--- src/rtl/aes_pkg.sv ---
// Shared AES block constants, state-register FSM encoding and beat helpers.
package aes_pkg;

  localparam int AES_BLOCK_W = 128;

  typedef enum logic [1:0] {
    LOAD,
    HOLD,
    UNLOAD
  } aes_state_io_e;

  function automatic int aes_beats(input int w);
    return AES_BLOCK_W / w;
  endfunction

  function automatic bit aes_legal_w(input int w);
    return (w == 8) || (w == 16) || (w == 32) ||
           (w == 64) || (w == 128);
  endfunction

endpackage

--- src/rtl/aes_beat_ctr.sv ---
// Wrap-at-max beat counter shared by the load and unload streams.
module aes_beat_ctr #(
  parameter int W = 1
) (
  input  logic         clk,
  input  logic         rst_n,
  input  logic         clr,
  input  logic         inc,
  input  logic [W-1:0] max,
  output logic [W-1:0] cnt,
  output logic         last
);

  logic [W-1:0] cnt_q, cnt_d;

  assign cnt  = cnt_q;
  assign last = (cnt_q == max);

  always_comb begin
    cnt_d = cnt_q;
    if (clr) begin
      cnt_d = '0;
    end else if (inc) begin
      cnt_d = last ? '0 : cnt_q + W'(1);
    end
  end

  always_ff @(posedge clk or negedge rst_n) begin
    if (!rst_n) begin
      cnt_q <= '0;
    end else begin
      cnt_q <= cnt_d;
    end
  end

endmodule

--- src/rtl/aes_state_io.sv ---
// AES state register: streamed load, round write-back, streamed unload.
// Define AES_STATE_ZEROIZE_EN to wipe the state after the last unload beat.
module aes_state_io
  import aes_pkg::*;
#(
  parameter int DIN_W  = 8,
  parameter int DOUT_W = 8
) (
  input  logic                   clk,
  input  logic                   rst_n,
  input  logic                   clr,
  input  logic                   in_valid,
  output logic                   in_ready,
  input  logic [DIN_W-1:0]       in_data,
  output logic                   load_done,
  input  logic [AES_BLOCK_W-1:0] dnext,
  input  logic                   wen,
  output logic [AES_BLOCK_W-1:0] state,
  input  logic                   unload,
  output logic                   out_valid,
  input  logic                   out_ready,
  output logic [DOUT_W-1:0]      out_data,
  output logic                   out_last,
  output logic                   busy
);

  localparam int BI   = aes_beats(DIN_W);
  localparam int BO   = aes_beats(DOUT_W);
  localparam int BMAX = (BI > BO) ? BI : BO;
  localparam int CW   = (BMAX > 1) ? $clog2(BMAX) : 1;

  if (!aes_legal_w(DIN_W)) begin : g_bad_din
    $error("aes_state_io: illegal DIN_W");
  end
  if (!aes_legal_w(DOUT_W)) begin : g_bad_dout
    $error("aes_state_io: illegal DOUT_W");
  end

  aes_state_io_e          fsm_q, fsm_d;
  logic [AES_BLOCK_W-1:0] state_q, state_d;
  logic                   load_done_q, load_done_d;
  logic [CW-1:0]          cnt, cnt_max;
  logic                   cnt_inc, cnt_last;
  logic [DOUT_W-1:0]      beat;

  // One counter serves both directions; its wrap point follows the FSM.
  assign cnt_max = (fsm_q == UNLOAD) ? CW'(BO - 1) : CW'(BI - 1);

  aes_beat_ctr #(
    .W (CW)
  ) u_ctr (
    .clk   (clk),
    .rst_n (rst_n),
    .clr   (clr),
    .inc   (cnt_inc),
    .max   (cnt_max),
    .cnt   (cnt),
    .last  (cnt_last)
  );

  always_comb begin
    fsm_d       = fsm_q;
    state_d     = state_q;
    load_done_d = 1'b0;
    cnt_inc     = 1'b0;
    if (clr) begin
      fsm_d   = LOAD;
      state_d = '0;
    end else begin
      unique case (fsm_q)
        LOAD: begin
          if (in_valid) begin
            cnt_inc = 1'b1;
            for (int i = 0; i < BI; i++) begin
              if (cnt == CW'(i)) begin
                state_d[AES_BLOCK_W-1-DIN_W*i -: DIN_W] = in_data;
              end
            end
            if (cnt_last) begin
              fsm_d       = HOLD;
              load_done_d = 1'b1;
            end
          end
        end
        HOLD: begin
          if (wen) state_d = dnext;
          if (unload) fsm_d = UNLOAD;
        end
        UNLOAD: begin
          if (out_ready) begin
            cnt_inc = 1'b1;
            if (cnt_last) begin
              fsm_d = LOAD;
`ifdef AES_STATE_ZEROIZE_EN
              state_d = '0;
`else
              state_d = state_q;
`endif
            end
          end
        end
        default: fsm_d = LOAD;
      endcase
    end
  end

  always_comb begin
    beat = '0;
    if (fsm_q == UNLOAD) begin
      for (int i = 0; i < BO; i++) begin
        if (cnt == CW'(i)) begin
          beat = state_q[AES_BLOCK_W-1-DOUT_W*i -: DOUT_W];
        end
      end
    end
  end

  always_ff @(posedge clk or negedge rst_n) begin
    if (!rst_n) begin
      fsm_q       <= LOAD;
      state_q     <= '0;
      load_done_q <= 1'b0;
    end else begin
      fsm_q       <= fsm_d;
      state_q     <= state_d;
      load_done_q <= load_done_d;
    end
  end

  assign state     = state_q;
  assign load_done = load_done_q;
  assign in_ready  = (fsm_q == LOAD);
  assign out_valid = (fsm_q == UNLOAD);
  assign out_last  = (fsm_q == UNLOAD) && cnt_last;
  assign busy      = (fsm_q != LOAD);
  assign out_data  = beat;

endmodule

--- config.mk ---
export PLATFORM = sky130hd
export DESIGN_NAME = aes_state_io
export DESIGN_NICKNAME = d
export VERILOG_FILES = /design/src/rtl/aes_pkg.sv /design/src/rtl/aes_beat_ctr.sv /design/src/rtl/aes_state_io.sv
export SDC_FILE = /design/constraint.sdc
export NUM_CORES = 1
export LEC_CHECK = 0
export ABC_AREA = 0
export CAP_MARGIN = 20
export CORE_MARGIN = 2
export CORE_UTILIZATION = 48
export DETAILED_ROUTE_END_ITERATION = 12
export PLACE_DENSITY_LB_ADDON = 0.05
export SETUP_SLACK_MARGIN = 0.3
export SLEW_MARGIN = 20
export SYNTH_ARGS = -nofsm -noshare
export SYNTH_HDL_FRONTEND = slang
export SYNTH_SLANG_ARGS = --single-unit
--- constraint.sdc ---
create_clock -name clk -period 4.45 [get_ports clk]
set_input_delay 0.445 -clock clk [delete_from_list [all_inputs] [get_ports clk]]
set_output_delay 0.445 -clock clk [all_outputs]
set_load 0.03 [all_outputs]
# Word-level counts from Yosys, hierarchy flattened
# Index checks and enable logic that the tools add are counted.
[op_classes]
n_addsub = 1
mul = 0
div = 0
order_cmp = 0
n_eq_ne = 38
shift = 0
mux = 55
n_bitwise = 0
reduce_logical = 23
[op_table]
columns = ["operator", "count"]
rows = [
  ["2-to-1 mux 128 bit", 3],
  ["2-to-1 mux 8 bit", 33],
  ["one-hot mux 128 bit (2 select lines)", 1],
  ["AND reduction 4 bit", 16],
  ["inequality test 3 x 2 -> 1 bit (second input constant)", 18],
  ["== test 4 bit (second input constant)", 8],
  ["== test 4 x 3 -> 1 bit (second input constant)", 4],
  ["2-to-1 mux 2 bit", 6],
  ["2-to-1 mux 4 bit", 3],
  ["inequality test 3 bit (second input constant)", 3],
  ["== test 4 x 2 -> 1 bit (second input constant)", 2],
  ["2-to-1 mux 1 bit", 7],
  ["one-hot mux 2 bit (3 select lines)", 1],
  ["AND reduction 5 bit", 1],
  ["adder 4 x 1 -> 4 bit (second input constant)", 1],
  ["== test 4 x 1 -> 1 bit (second input constant)", 1],
  ["logical NOT 4 bit", 1],
  ["nonzero test 2 bit", 2],
  ["nonzero test 3 bit", 1],
  ["== test 2 x 1 -> 1 bit (second input constant)", 1],
  ["== test 2 bit (second input constant)", 1],
  ["logical NOT 2 bit", 1],
  ["one-hot mux 1 bit (2 select lines)", 1],
  ["logical AND 1 bit", 1],
]
[word_totals]
register_bits = 135
latch_bits = 0
mem_bits_rw = 0
rom_bits = 0
in_bits = 143
mem_count = 0

# Logic depth before layout (Yosys ltp)
[depth]
depth_word = 18
ltp_mapped = 10
depth_no_buf = 7

# By module
# Synthesis repeated with hierarchy kept, for this count alone.
[unflattened]
cells_unflattened = 887
hier_area_um2 = 7430.9
[by_module_without_submodules]
columns = ["module", "n_inst", "cells_each", "area_each_um2", "seq_area_each_um2"]
rows = [
  ["aes_state_io", 1, 860, 7146.9, 3278.1],
  ["aes_beat_ctr", 1, 27, 284.0, 100.1],
]

# Least setup slack after synthesis
# No wires, ideal clock.
[synth_timing]
path_kind = "reg-to-output"
start = "reg u_ctr.cnt_q[0], in the netlist u_ctr.cnt[0]"
end = "out out_data[0]"
arrival_time_ns = 2.318
path_slack_ns = 1.687
stages_incl_launch_ff = 8
cell_sequence = "dfrtp_1 ha_1 buf_2 or3_1 buf_2 nor3_1 o311ai_1 a221oi_1"
[synth_between]
elab_chain_len = 18
elab_cells_between_ends = 33
cone_classes = "eq/ne (15); mux (17); reduce/logical (1)"
[synth_lines]
columns = ["element", "line", "rtl"]
rows = [
  ["from (decl)", "aes_beat_ctr.sv:14", "logic [W-1:0] cnt_q, cnt_d;"],
  ["from (signal assigned)", "aes_beat_ctr.sv:32", "cnt_q <= cnt_d;"],
  ["logical NOT 4 bit", "aes_state_io.sv:111", "if (cnt == CW'(i)) begin"],
  ["2-to-1 mux 8 bit (15 in series)", "aes_state_io.sv:111", ""],
  ["2-to-1 mux 8 bit (*)", "aes_state_io.sv:111", ""],
  ["2-to-1 mux 8 bit (*)", "aes_state_io.sv:109", "if (fsm_q == UNLOAD) begin"],
  ["to (decl)", "aes_state_io.sv:22", "output logic [DOUT_W-1:0] out_data,"],
]
# Mark *: on every way between the ends. The rest lies on a longest branch, timed or not.

# Worst setup path after layout
[layout_timing]
start = "reg u_ctr.cnt_q[1], in the netlist u_ctr.cnt[1]"
end = "out out_data[3]"
# Same word-level chain as after synthesis.

==> results by group <==
Critical path
  • Reg-to-Reg Start: fsm_q[0]
  • Critical path's slowest cell: clkdlybuf4s50_1
  • Startpoint Class: flip-flop
  • Crit path from: u_ctr.cnt[1]
  • Critical Path Most Common Cell: a221oi_1
  • Worst R2R End: state[87]
  • CP peak stage delay: ~750 ps
  • Data arrival, critical path: 3540 ps
  • R2R cell count: 5
  • Crit. End Element: output pin
  • R2R setup slack: roughly 2100 ps
  • Critical Path End: out_data[3]
  • Crit Path Category: reg -> out
  • Critical Path, Cell by Cell: inv_1 > ha_1 > nor2b_1 > buf_4 > a221oi_1 > nor3_1 > o311ai_1 > a221oi_1 > clkdlybuf4s50_1
  • Crit path max fanout: 8
  • Critical Path RT: about 4000 ps

Routing
  • Routed Wire Length: ~30000 um
  • WL/cell: 22.8 um
  • Via/cell ratio: around 6.1
  • Final ANT Viol Nets: 0
  • Via count: 8133
  • DR iter-0 viols: between 600 and 700
  • DRC: 0
  • Drt pass-1 iters: 5

Power
  • Leak: ~4.3 nW
  • IR drop worst, VDD: 0.000270 V
  • Pwr Density: 388 nW/um2

Global routing
  • Number of global-route vias before repair: 7853
  • Largest net degree at the start of global routing: approximately 100
  • Antenna violations before repair: 0
  • Global-route usage over all layers: approximately 37%
  • First-pass GRT wire length: roughly 46000 um
  • Congestion Overflow GR: 0

Yosys
  • Top cells by area, synth: dfrtp_1 (45%), a21oi_1 (12%), o21ai_0 (6.0%)
  • Library cells used by synthesis: between 50 and 60
  • Post-synth top flop: dfrtp_1
  • Synth warn: 0
  • Post-synth EDFFs: 0
  • Cells after synthesis: 885
  • Seq cells post-synth: between 100 and 150
  • Commonest cells post-synth: a21oi_1 (186), dfrtp_1 (135), nand2_1 (117), o21ai_0 (91), nor2_1 (54)
  • Synth Area per Inst: approximately 8.5 um2
  • Yosys top cell area share: around 45%
  • Cell taking the most area after synthesis: dfrtp_1
  • Post-Syn Area: between 7000 and 8000 um2
  • Post-Syn Nets: around 1000
  • Seq/Total Area, Yosys: ~45%
  • Count leader, synth: a21oi_1
  • Async SR Flop Fraction: 100%

STA
  • Final Cycle Share: between 80% and 90%
  • Top achievable clock speed: 251 MHz
  • Pins Over Slew Limit: 0
  • RSZ-0062 raised after global routing: false
  • Worst Skew: around 7.7 ps
  • Final setup viols: 0
  • Setup TNS Final: 0 ps
  • Final WS setup: ~470 ps
  • Period minus WS final: around 4000 ps
  • Fin. Hold Viols: 0
  • Slew headroom: 25.3%
  • Actual slew at the worst max-slew pin: around 1100 ps
  • Min Hold Slack: around 130 ps

Placed design
  • Final HPWL DP: ~22000 um
  • Pre-CTS WS: 730 ps
  • Routability cong.: about 0.99
  • Placed Cells: about 1300
  • PortBufs: ~280

Clock tree
  • Clk buf depth: 2
  • H-tree Lvls: 4
  • Root Driver: clkbuf_16
  • CTS tree: done
  • Clk Latency, worst-skew pair: about 430 ps
  • Clock-pin transition on the worst setup and hold timing paths: 60 ps
  • CTS buffer count: 17
  • Clock Sinks: 135

Cells and area
  • Syn-to-layout area delta: 44.1%
  • N_diodes: 0
  • Fraction of layout cells with a size suffix above 1: under 10%
  • Layout fillers: 1202
  • Final Core Density: 71.1%
  • Final cell count without fillers: roughly 1300
  • Nets: ~1300

Outcome
  • Status: completed

Floorplan
  • Top-level port count: 284
  • CORE AREA: between 15000 and 20000 um2
  • Die height: about 130 um
  • Cell Rows: 45
  • Starting Density: approximately half
  • Die width: around 130 um
  • Die area: 16700 um2

Flow run
  • Max Cap Viol: 0

Worst hold path
  • Hold Crit Class: in -> async
registers in the layout, indices dropped and copies added (netlist names):
name,flops
fsm_q,2
u_ctr.cnt,4
load_done,1
state,128
how the worst min path moves through the flow:
stage | from | endpoint | slack [ps] | cells past startpoint
floorplan | rst_n | fsm_q[0] | 150 | 0
global placement | state[5] | state[5] | 490 | 2
detailed placement | state[5] | state[5] | 500 | 2
CTS | rst_n | state[91] | 170 | 1
global route | rst_n | state[91] | 210 | 1
finish | rst_n | state[91] | 130 | 1
critical path, delay by kind of cell, from the launching register on:
kind / cells / cell delay [ps]
adders and majority gates: 1 / 260
DFF: 1 / 440
and+or+nand+nor: 2 / 650
buffers and inverters: 3 / 1080
AOI/OAI and AO/OA: 3 / 660
cell families (layout without fill, tap and decap cells):
kind of cell,Yosys count,count (layout),synth area share (%)
AO/OA/AOI/OAI,415,415,33.1
multiplexers,2,2,0.266
flip-flops,135,135,44.9
adder cells (fa/ha/maj),4,4,0.664
XOR/XNOR,2,2,0.233
buffers and inverters,95,342,7.41
AND/OR/NAND/NOR,232,232,13.5
metal layers:
layer | vias up | part of all wire, % | track usage [%]
li1 | 3633 | - | -
met1 | 3945 | 41 | 48.1
met2 | 482 | 48 | 59.5
met3 | 73 | 8.4 | 7.80
met4 | 0 | 3.2 | 14.5
met5 | - | 0 | 0
where the power goes:
group / internal [mW] / switching, mW / total (mW) / leakage (nW)
Combinational: 0.515 / 0.723 / 1.24 / 2.29
Sequential: 1.37 / 0.177 / 1.55 / 1.72
Clock: 0.865 / 0.555 / 1.42 / 0.284
layout make-up:
class	count	area (um2)	share of cell area (%)
clock inverters	11	124	1.14
clock buffers	20	467	4.30
repair buffers	296	2950	27.2
multi-input cells	655	3610	33.3
flip-flops and latches	135	3380	31.1
inverters	15	56.3	0.519
well taps	211	264	2.43
cells in the final DEF (no fill, tap or decap), drive strengths merged, types with 6 or more instances in the layout:
cell           count
dfrtp            135
a22oi              7
o22ai             23
buf               14
clkbuf            20
or3                6
nand2b             8
nor3               9
nor2              55
a211oi            10
o21ai            126
and2               9
a221oi            22
clkdlybuf4s50    281
inv               16
a21oi            194
nand2            123
nor2b              7
nand3              6
repair_timing:
item / in CTS / in global routing
endpoints found under the hold margin: 0 / 0
resized for setup: 1 / 4
endpoints found under the setup margin: 4 / 7
hold buffers: 0 / 0
setup buffers: 0 / 0
pin swaps: 0 / 0
per-stage QoR:
| step | power, mW | area (um2) |
|---|---|---|
| detailed placement | 2.78 | 10200 |
| CTS | 4.20 | 10800 |
| global route | 4.35 | 10900 |
| global placement | 2.77 | 10200 |
| floorplan | 2.17 | 7530 |
| finish | 4.21 | 10900 |
No activity file was read; power rests on OpenSTA's default activity.
